<file path="src/rtl/issue_ctrl.sv">
// Instruction issue controller: buffers pushed instructions in a FIFO, issues them
// one at a time to an execute stage and presents each result through a valid/ready port.
module issue_ctrl #(
    parameter int DEPTH = 4
) (
    input  logic                       clk,
    input  logic                       reset,
    input  logic                       instr_valid,
    output logic                       instr_ready,
    input  logic [7:0]                 instr_opcode,
    input  logic [31:0]                instr_op1,
    input  logic [31:0]                instr_op2,
    output logic                       exe_enable,
    output logic [7:0]                 exe_opcode,
    output logic [31:0]                exe_operand1,
    output logic [31:0]                exe_operand2,
    input  logic [31:0]                exe_result,
    input  logic                       exe_overflow,
    input  logic                       exe_done,
    output logic                       res_valid,
    input  logic                       res_ready,
    output logic [31:0]                res_result,
    output logic                       res_overflow,
    output logic [7:0]                 res_opcode,
    output logic                       res_err,
    output logic [$clog2(DEPTH):0]     fifo_count,
    output logic [1:0]                 dbg_state
);

    localparam int AW = $clog2(DEPTH);
    localparam int CW = AW + 1;

    typedef enum logic [1:0] {IDLE, ISSUE, CAPTURE, HOLD} state_t;

    // Handshakes: a transfer happens on a rising edge where valid && ready are both high;
    // the producer holds its payload stable until that edge.

    state_t        state_q, state_d;
    logic [AW-1:0] wr_ptr_q, wr_ptr_d;
    logic [AW-1:0] rd_ptr_q, rd_ptr_d;
    logic [CW-1:0] count_q, count_d;
    logic [7:0]    exe_opcode_q, exe_opcode_d;
    logic [31:0]   exe_op1_q, exe_op1_d;
    logic [31:0]   exe_op2_q, exe_op2_d;
    logic [31:0]   res_result_q, res_result_d;
    logic          res_overflow_q, res_overflow_d;
    logic [7:0]    res_opcode_q, res_opcode_d;
    logic          res_err_q, res_err_d;

    logic [7:0]    mem_opcode_q [DEPTH];
    logic [31:0]   mem_op1_q    [DEPTH];
    logic [31:0]   mem_op2_q    [DEPTH];

    logic          push;
    logic          pop;
    logic [7:0]    head_opcode;

    assign instr_ready = (count_q < CW'(DEPTH));
    assign push        = instr_valid && instr_ready;
    assign pop         = (state_q == IDLE) && (count_q != '0);
    assign head_opcode = mem_opcode_q[rd_ptr_q];

    // Storage carries no reset; occupancy is tracked solely by the pointers and count.
    always_ff @(posedge clk) begin
        if (push) begin
            mem_opcode_q[wr_ptr_q] <= instr_opcode;
            mem_op1_q[wr_ptr_q]    <= instr_op1;
            mem_op2_q[wr_ptr_q]    <= instr_op2;
        end
    end

    always_comb begin
        state_d        = state_q;
        wr_ptr_d       = wr_ptr_q;
        rd_ptr_d       = rd_ptr_q;
        count_d        = count_q;
        exe_opcode_d   = exe_opcode_q;
        exe_op1_d      = exe_op1_q;
        exe_op2_d      = exe_op2_q;
        res_result_d   = res_result_q;
        res_overflow_d = res_overflow_q;
        res_opcode_d   = res_opcode_q;
        res_err_d      = res_err_q;

        if (push) begin
            wr_ptr_d = wr_ptr_q + AW'(1);
        end
        if (pop) begin
            rd_ptr_d = rd_ptr_q + AW'(1);
        end
        case ({push, pop})
            2'b10:   count_d = count_q + CW'(1);
            2'b01:   count_d = count_q - CW'(1);
            default: count_d = count_q;
        endcase

        case (state_q)
            IDLE: begin
                if (pop) begin
                    if (head_opcode <= 8'd7) begin
                        exe_opcode_d = head_opcode;
                        exe_op1_d    = mem_op1_q[rd_ptr_q];
                        exe_op2_d    = mem_op2_q[rd_ptr_q];
                        state_d      = ISSUE;
                    end else begin
                        // Unknown opcode: report an error result without using the execute stage.
                        res_opcode_d   = head_opcode;
                        res_result_d   = '0;
                        res_overflow_d = 1'b0;
                        res_err_d      = 1'b1;
                        state_d        = HOLD;
                    end
                end
            end
            ISSUE: begin
                state_d = CAPTURE;
            end
            CAPTURE: begin
                // Execute output is only meaningful in the cycle right after enable.
                res_result_d   = exe_result;
                res_overflow_d = exe_overflow;
                res_opcode_d   = exe_opcode_q;
                res_err_d      = ((exe_opcode_q != 8'd0) && !exe_done) ||
                                 ((exe_opcode_q == 8'd0) && exe_done);
                state_d        = HOLD;
            end
            HOLD: begin
                if (res_ready) begin
                    state_d = IDLE;
                end
            end
            default: begin
                state_d = IDLE;
            end
        endcase
    end

    always_ff @(posedge clk or posedge reset) begin
        if (reset) begin
            state_q        <= IDLE;
            wr_ptr_q       <= '0;
            rd_ptr_q       <= '0;
            count_q        <= '0;
            exe_opcode_q   <= '0;
            exe_op1_q      <= '0;
            exe_op2_q      <= '0;
            res_result_q   <= '0;
            res_overflow_q <= 1'b0;
            res_opcode_q   <= '0;
            res_err_q      <= 1'b0;
        end else begin
            state_q        <= state_d;
            wr_ptr_q       <= wr_ptr_d;
            rd_ptr_q       <= rd_ptr_d;
            count_q        <= count_d;
            exe_opcode_q   <= exe_opcode_d;
            exe_op1_q      <= exe_op1_d;
            exe_op2_q      <= exe_op2_d;
            res_result_q   <= res_result_d;
            res_overflow_q <= res_overflow_d;
            res_opcode_q   <= res_opcode_d;
            res_err_q      <= res_err_d;
        end
    end

    assign exe_enable   = (state_q == ISSUE);
    assign exe_opcode   = exe_opcode_q;
    assign exe_operand1 = exe_op1_q;
    assign exe_operand2 = exe_op2_q;
    assign res_valid    = (state_q == HOLD);
    assign res_result   = res_result_q;
    assign res_overflow = res_overflow_q;
    assign res_opcode   = res_opcode_q;
    assign res_err      = res_err_q;
    assign fifo_count   = count_q;
    assign dbg_state    = state_q;

endmodule

</file>
<file path="config.mk">
export PLATFORM = sky130hd
export DESIGN_NAME = issue_ctrl
export DESIGN_NICKNAME = d
export VERILOG_FILES = /design/src/rtl/issue_ctrl.sv
export SDC_FILE = /design/constraint.sdc
export NUM_CORES = 1
export LEC_CHECK = 0
export CAP_MARGIN = 20
export CORE_MARGIN = 4
export CORE_UTILIZATION = 50
export CTS_CLUSTER_DIAMETER = 120
export DETAILED_ROUTE_END_ITERATION = 12
export PLACE_DENSITY = 0.75
export SLEW_MARGIN = 10
export SYNTH_ARGS = -nofsm -noshare
export SYNTH_HDL_FRONTEND = slang
export SYNTH_SLANG_ARGS = --single-unit
</file>
<file path="constraint.sdc">
create_clock -name clk -period 6.9 [get_ports clk]
set_input_delay 1.38 -clock clk [delete_from_list [all_inputs] [get_ports clk]]
set_output_delay 1.38 -clock clk [all_outputs]
set_load 0.005 [all_outputs]
</file>
## Yosys cells after proc, flatten, opt, wreduce, memory -nomap -nowiden

Memories as Yosys holds them, arrays and structs flattened. A register that Yosys moved wholly into a read port is not among the register bits.
Cells that the tools add are included.

- Reductions and logical operators: 15
- Equality and inequality tests: 8
- Divide/modulo/power cells: 0
- Shifts and indexed selects: 0
- Bitwise gates (word level): 0
- Multiplexer cells: 19
- Multiply operators: 0
- $add $sub $neg: 4
- $lt $le $gt $ge: 2

Operators with widths:

| kind | count |
|---|---|
| two-way mux 32 bit | 2 |
| one-hot mux 32 bit (2 select lines) | 1 |
| two-way mux 8 bit | 2 |
| one-hot mux 8 bit (2 select lines) | 1 |
| less-or-equal comparator 8 x 3 -> 1 bit, second input constant | 1 |
| zero test 8 bit | 1 |
| one-hot mux 2 bit (4 select lines) | 1 |
| nonzero test 8 bit | 1 |
| == test 2 bit, second input constant | 3 |
| two-way mux 1 bit | 6 |
| two-way mux 2 bit | 3 |
| one-hot mux 3 bit (2 select lines) | 1 |
| AND reduction 3 bit | 2 |
| adder 2 x 1 -> 2 bit, second input constant | 2 |
| == test 2 x 1 -> 1 bit, second input constant | 2 |
| logical AND 1 bit | 4 |
| inequality test 2 bit, second input constant | 2 |
| one-hot mux 1 bit (2 select lines) | 2 |
| nonzero test 2 bit | 2 |
| adder 3 x 1 -> 3 bit, second input constant | 1 |
| < comparator 3 bit, second input constant | 1 |
| nonzero test 3 bit | 1 |
| subtractor 3 x 1 -> 3 bit, second input constant | 1 |
| zero test 2 bit | 1 |
| 4 further kinds | 4 |

- ROM bits: 0
- Memories: 3
- Latch bits: 0
- Input port bits: 110
- Bits in registers: 59
- Bits in writable memories: 288
- Word-level logic and storage cells: 60

Memory list:

| name | words | width | read ports | clocked after Yosys merged registers in | wr ports | RTL line | text |
|---|---|---|---|---|---|---|---|
| mem_op1_q | 4 | 32 | 1 | 1 | 1 | 51 | `logic [31:0] mem_op1_q [DEPTH];` |
| mem_op2_q | 4 | 32 | 1 | 1 | 1 | 52 | `logic [31:0] mem_op2_q [DEPTH];` |
| mem_opcode_q | 4 | 8 | 1 | 0 | 1 | 50 | `logic [7:0] mem_opcode_q [DEPTH];` |

## Depth between registers and ports, before layout

An unclocked memory read counts as a cell.

- Depth after elaboration: 5
- Depth in mapped cells: 11

## Worst setup path after synthesis

No wires, ideal clock.

- Path kind: input -> register
- Start point: input instr_valid
- End point: memory mem_op1_q[0][0], enable pin
- Path slack: 3.026 ns
- Library setup time: 0.438 ns
- Data arrival time: 3.436 ns
- Required time: 6.462 ns
- Stages on the path: 3
- Buffers on the path: 1
- Cells stage by stage: nor2b_1 > clkbuf_1 > and2_1

- Word-level cells in the longest chain between the ends: 3

Ends and longest elaborated chain:

| item | RTL line | text |
|---|---|---|
| start, declared | 8 | `input logic instr_valid,` |
| logical AND 1 bit | 59 | `assign push = instr_valid && instr_ready;` |
| two-way mux 1 bit | 65 | `if (push) begin` |
| two-way mux 1 bit (implied by the code) | 67 | `mem_op1_q[wr_ptr_q] <= instr_op1;` |
| end, declared | 51 |  |

Every way passes these cells.

## Worst setup path in the final report

- Start point: register rd_ptr_q[0]
- End point: register exe_op2_q[23], in the netlist exe_operand2[23], read port of mem_op2_q

- Word-level cells in the longest chain between the ends: 3

Ends and longest elaborated chain:

| item | RTL line | text |
|---|---|---|
| start, declared | 40 | `logic [AW-1:0] rd_ptr_q, rd_ptr_d;` |
| start signal, assigned | 154 | `rd_ptr_q <= rd_ptr_d;` |
| memory (4 x 8 bit) | -- |  |
| less-or-equal comparator 8 x 3 -> 1 bit | 100 | `if (head_opcode <= 8'd7) begin` |
| AND reduction 3 bit (no line) | -- |  |
| end, declared | 44 | `logic [31:0] exe_op2_q, exe_op2_d;` |

Several ways; a longest one is shown, not always the timed one.
A chain may end at the register's enable or synchronous reset.

==> impl_metrics.json <==
{
  "worstPathBufferInverterCount": 2,
  "cp_top_family": "buffers and inverters",
  "power_frac_clock": 0.273,
  "worstPathMaxFanout": 72,
  "r2r-end": "exe_operand2[23]",
  "ir_drop_mv": 0.246,
  "power_frac_comb": 0.289,
  "r2r-start": "rd_ptr_q[0]",
  "rsz0062_at_grt": "false",
  "post-cts-setup-buffers": 0,
  "ios": 232,
  "tns_ps": 0,
  "synth_seq_cells": 411,
  "cts_tree": "built",
  "status": "completed",
  "gp_congestion": 0.818,
  "yosysTopAreaCell": "edfxtp_1",
  "die_x_microns": 183,
  "cellLeakagePower_nw": 7.02,
  "worstSetupPathType": "flip-flop to flip-flop",
  "syn-num-nets": 843,
  "drc": 0,
  "p_sw_mw": 2.23,
  "final_cell_area_sq_um": 19500,
  "grt_pass1_vias": 8240,
  "ys_types": 38,
  "via_count": 7744,
  "groute.usage.overall": 0.182,
  "internal-power_mw": 6.03,
  "area_growth_pct": 27.3,
  "cp_common_cell": "buf_4",
  "crit_path_end": "exe_operand2[23]",
  "reg2regPathDepth": 5,
  "drtIter0Drc": 514,
  "cts_max_path_buffers": 3,
  "placementRows": 63,
  "drt-pass1-iter-count": 5,
  "port_buffers": 231,
  "gr-total-overflow": 0,
  "cts-root-buf": "clkbuf_16",
  "dp_hpwl_microns": 19100,
  "dieArea_sq_um": 33500,
  "fmax_ghz": 0.256,
  "clkLatencyLatePin_ps": 520,
  "synthFlopType": "edfxtp_1",
  "timing.final.crit_period_ps": 3910,
  "hold_class": "flip-flop to flip-flop",
  "yosys.area.top_type_share": 0.565,
  "cp_cell_sequence": "buf_4, mux4_2, nor3_4, buf_4, mux2_2",
  "die_h_microns": 183,
  "seqPwrFrac": 0.438,
  "power_switching_share": 0.270,
  "worstSetupStartpoint": "rd_ptr_q[0]",
  "setup_viol": 0,
  "cp-start-kind": "flip-flop",
  "cp_slowest_cell": "buf_4",
  "wl_per_cell_microns": 22.0,
  "antenna-diode-count": 0,
  "ys_seq_area_frac": 0.766,
  "coreArea_sq_um": 30000,
  "worstPathRequired_ps": 7300,
  "ys_async_sr_fraction": 0.299,
  "fin_worst_skew_ps": 18.5,
  "drv_slew": 0,
  "arrival_ps": 4310,
  "start_util": 0.511,
  "drive_gt1_frac": 0.204,
  "cp-end-kind": "flip-flop",
  "ant_nets": 0,
  "grt_max_degree": 74,
  "worst_pin_slew_ps": 1110,
  "synth_edf_count": 288,
  "cts_made_buffers": 41,
  "cts_hold_repair.buffers": 0,
  "worstSetupPathDepth": 5,
  "htree_levels": 2,
  "totalWireLength_microns": 30700,
  "cts_sinks": 411,
  "maxCapViolCount": 0,
  "slowest_delay_ps": 840,
  "syn_area_sq_um": 15300,
  "clk_pin_slew_worst_paths_ps": 60,
  "worst-r2r-setup-slack_ps": 2990,
  "avgSynthCellArea_sq_um": 21.2,
  "antenna_found_initial": 1,
  "powerDensity_nw_per_um2": 424,
  "nets": 1091,
  "routed_via_density": 5.56,
  "final-hold-violation-count": 0,
  "cts_resized": 0,
  "yosys_warnings": 0,
  "relSlewSlack": 0.262,
  "finalCritPeriodShare": 0.567,
  "dpl_cell_area_sq_um": 18000,
  "synthCells": 722,
  "synthTopCellsByArea": "edfxtp_1, dfrtp_1, mux4_2",
  "grt_pass1_wl_microns": 47700
}
-- worst min-delay path by stage --
stage | from | end | slack, ps | depth (start not counted)
after floorplan | exe_operand1[0] | exe_operand1[0] | 480 | 1
after global placement | exe_operand1[23] | exe_operand1[23] | 470 | 1
after detailed placement | exe_operand2[12] | exe_operand2[12] | 470 | 1
after CTS | exe_operand1[16] | exe_operand1[16] | 490 | 1
after global routing | exe_operand1[22] | exe_operand1[22] | 500 | 1
final | exe_operand1[16] | exe_operand1[16] | 490 | 1
-- metal layers --
metal / vias up / global-route usage / part of all wire
met3: 43 / 0.0373 / 0.064
met2: 270 / 0.310 / 0.51
met1: 4013 / 0.244 / 0.41
li1: 3416 / - / -
met5: - / 0 / 0.00042
met4: 2 / 0.0456 / 0.019
-- power groups by stage --
| stage | sequential, mW | combinational [mW] | clock (mW) |
|---|---|---|---|
| 2_1_floorplan | 3.51 | 1.38 | 0 |
| 3_3_place_gp | 3.66 | 2.34 | 0 |
| 3_5_place_dp | 3.68 | 2.41 | 0 |
| 4_1_cts | 3.64 | 2.43 | 2.31 |
| 5_1_grt | 3.70 | 2.59 | 2.41 |
| 6_report | 3.62 | 2.39 | 2.26 |
-- cell type report --
cell class	count	area, sq um
Tap cell	390	488
Inverter	18	72.6
Multi-Input combinational cell	256	3330
Clock inverter	22	265
Fill cell	2035	10500
Sequential cell	411	11700
Clock buffer	54	1130
Timing Repair Buffer	242	2470
-- cell families after synthesis --
kind of cell	Yosys count	synth area share
XOR/XNOR	7	0.00401
adder cells (fa/ha/maj)	11	0.00948
AO/OA/AOI/OAI	60	0.0338
AND/OR/NAND/NOR	39	0.0138
flip-flops	411	0.766
multiplexers	139	0.155
buffers and inverters	55	0.0173
-- flip-flops by register name (all words and copies together) (netlist names) --
register      count
dbg_state         2
exe_opcode        8
exe_operand1     32
exe_operand2     32
fifo_count        3
mem_op1_q       128
mem_op2_q       128
mem_opcode_q     32
rd_ptr_q          2
res_err           1
res_opcode        8
res_overflow      1
res_result       32
wr_ptr_q          2
-- worst register-to-register path, stage by stage, from the launching register on --
cell and delay (ps):
dfrtp_4 770, buf_4 850, mux4_2 740, nor3_4 180, buf_4 760, mux2_2 490
-- per-stage QoR --
step	util	hold slack, ps	total power [mW]	instances	worst slack [ps]
CTS	0.649	494	8.38	1391	2840
global placement	0.600	472	6.00	1313	2930
detailed placement	0.602	474	6.09	1315	2870
finish	0.650	489	8.27	1393	2990
global route	0.650	505	8.70	1393	2610
floorplan	-	483	4.89	722	2250
-- Yosys cell counts (6+ instances only) --
library cell,n
a32o_1,33
buf_6,7
clkbuf_1,23
dfrtp_1,123
edfxtp_1,288
ha_1,10
inv_1,17
mux2_1,17
mux2_2,50
mux4_2,72
nand2_1,9
o21ai_0,9
xnor2_1,6
-- cells in the final DEF (no fill, tap or decap), types with 5 or more instances in the layout --
cell             instances
a32o_1                  33
buf_4                    7
bufinv_16                6
clkbuf_1                10
clkbuf_16               43
clkdlybuf4s50_1        231
clkinv_1                 7
clkinv_2                 7
dfrtp_1                121
edfxtp_1               288
ha_1                    10
inv_1                   16
mux2_1                  17
mux2_2                  50
mux4_2                  72
nand2_1                  9
nand2b_1                 5
nor2_1                   5
o21ai_0                  9
xnor2_1                  6
Note: power is estimated with default switching activity, not from simulation.
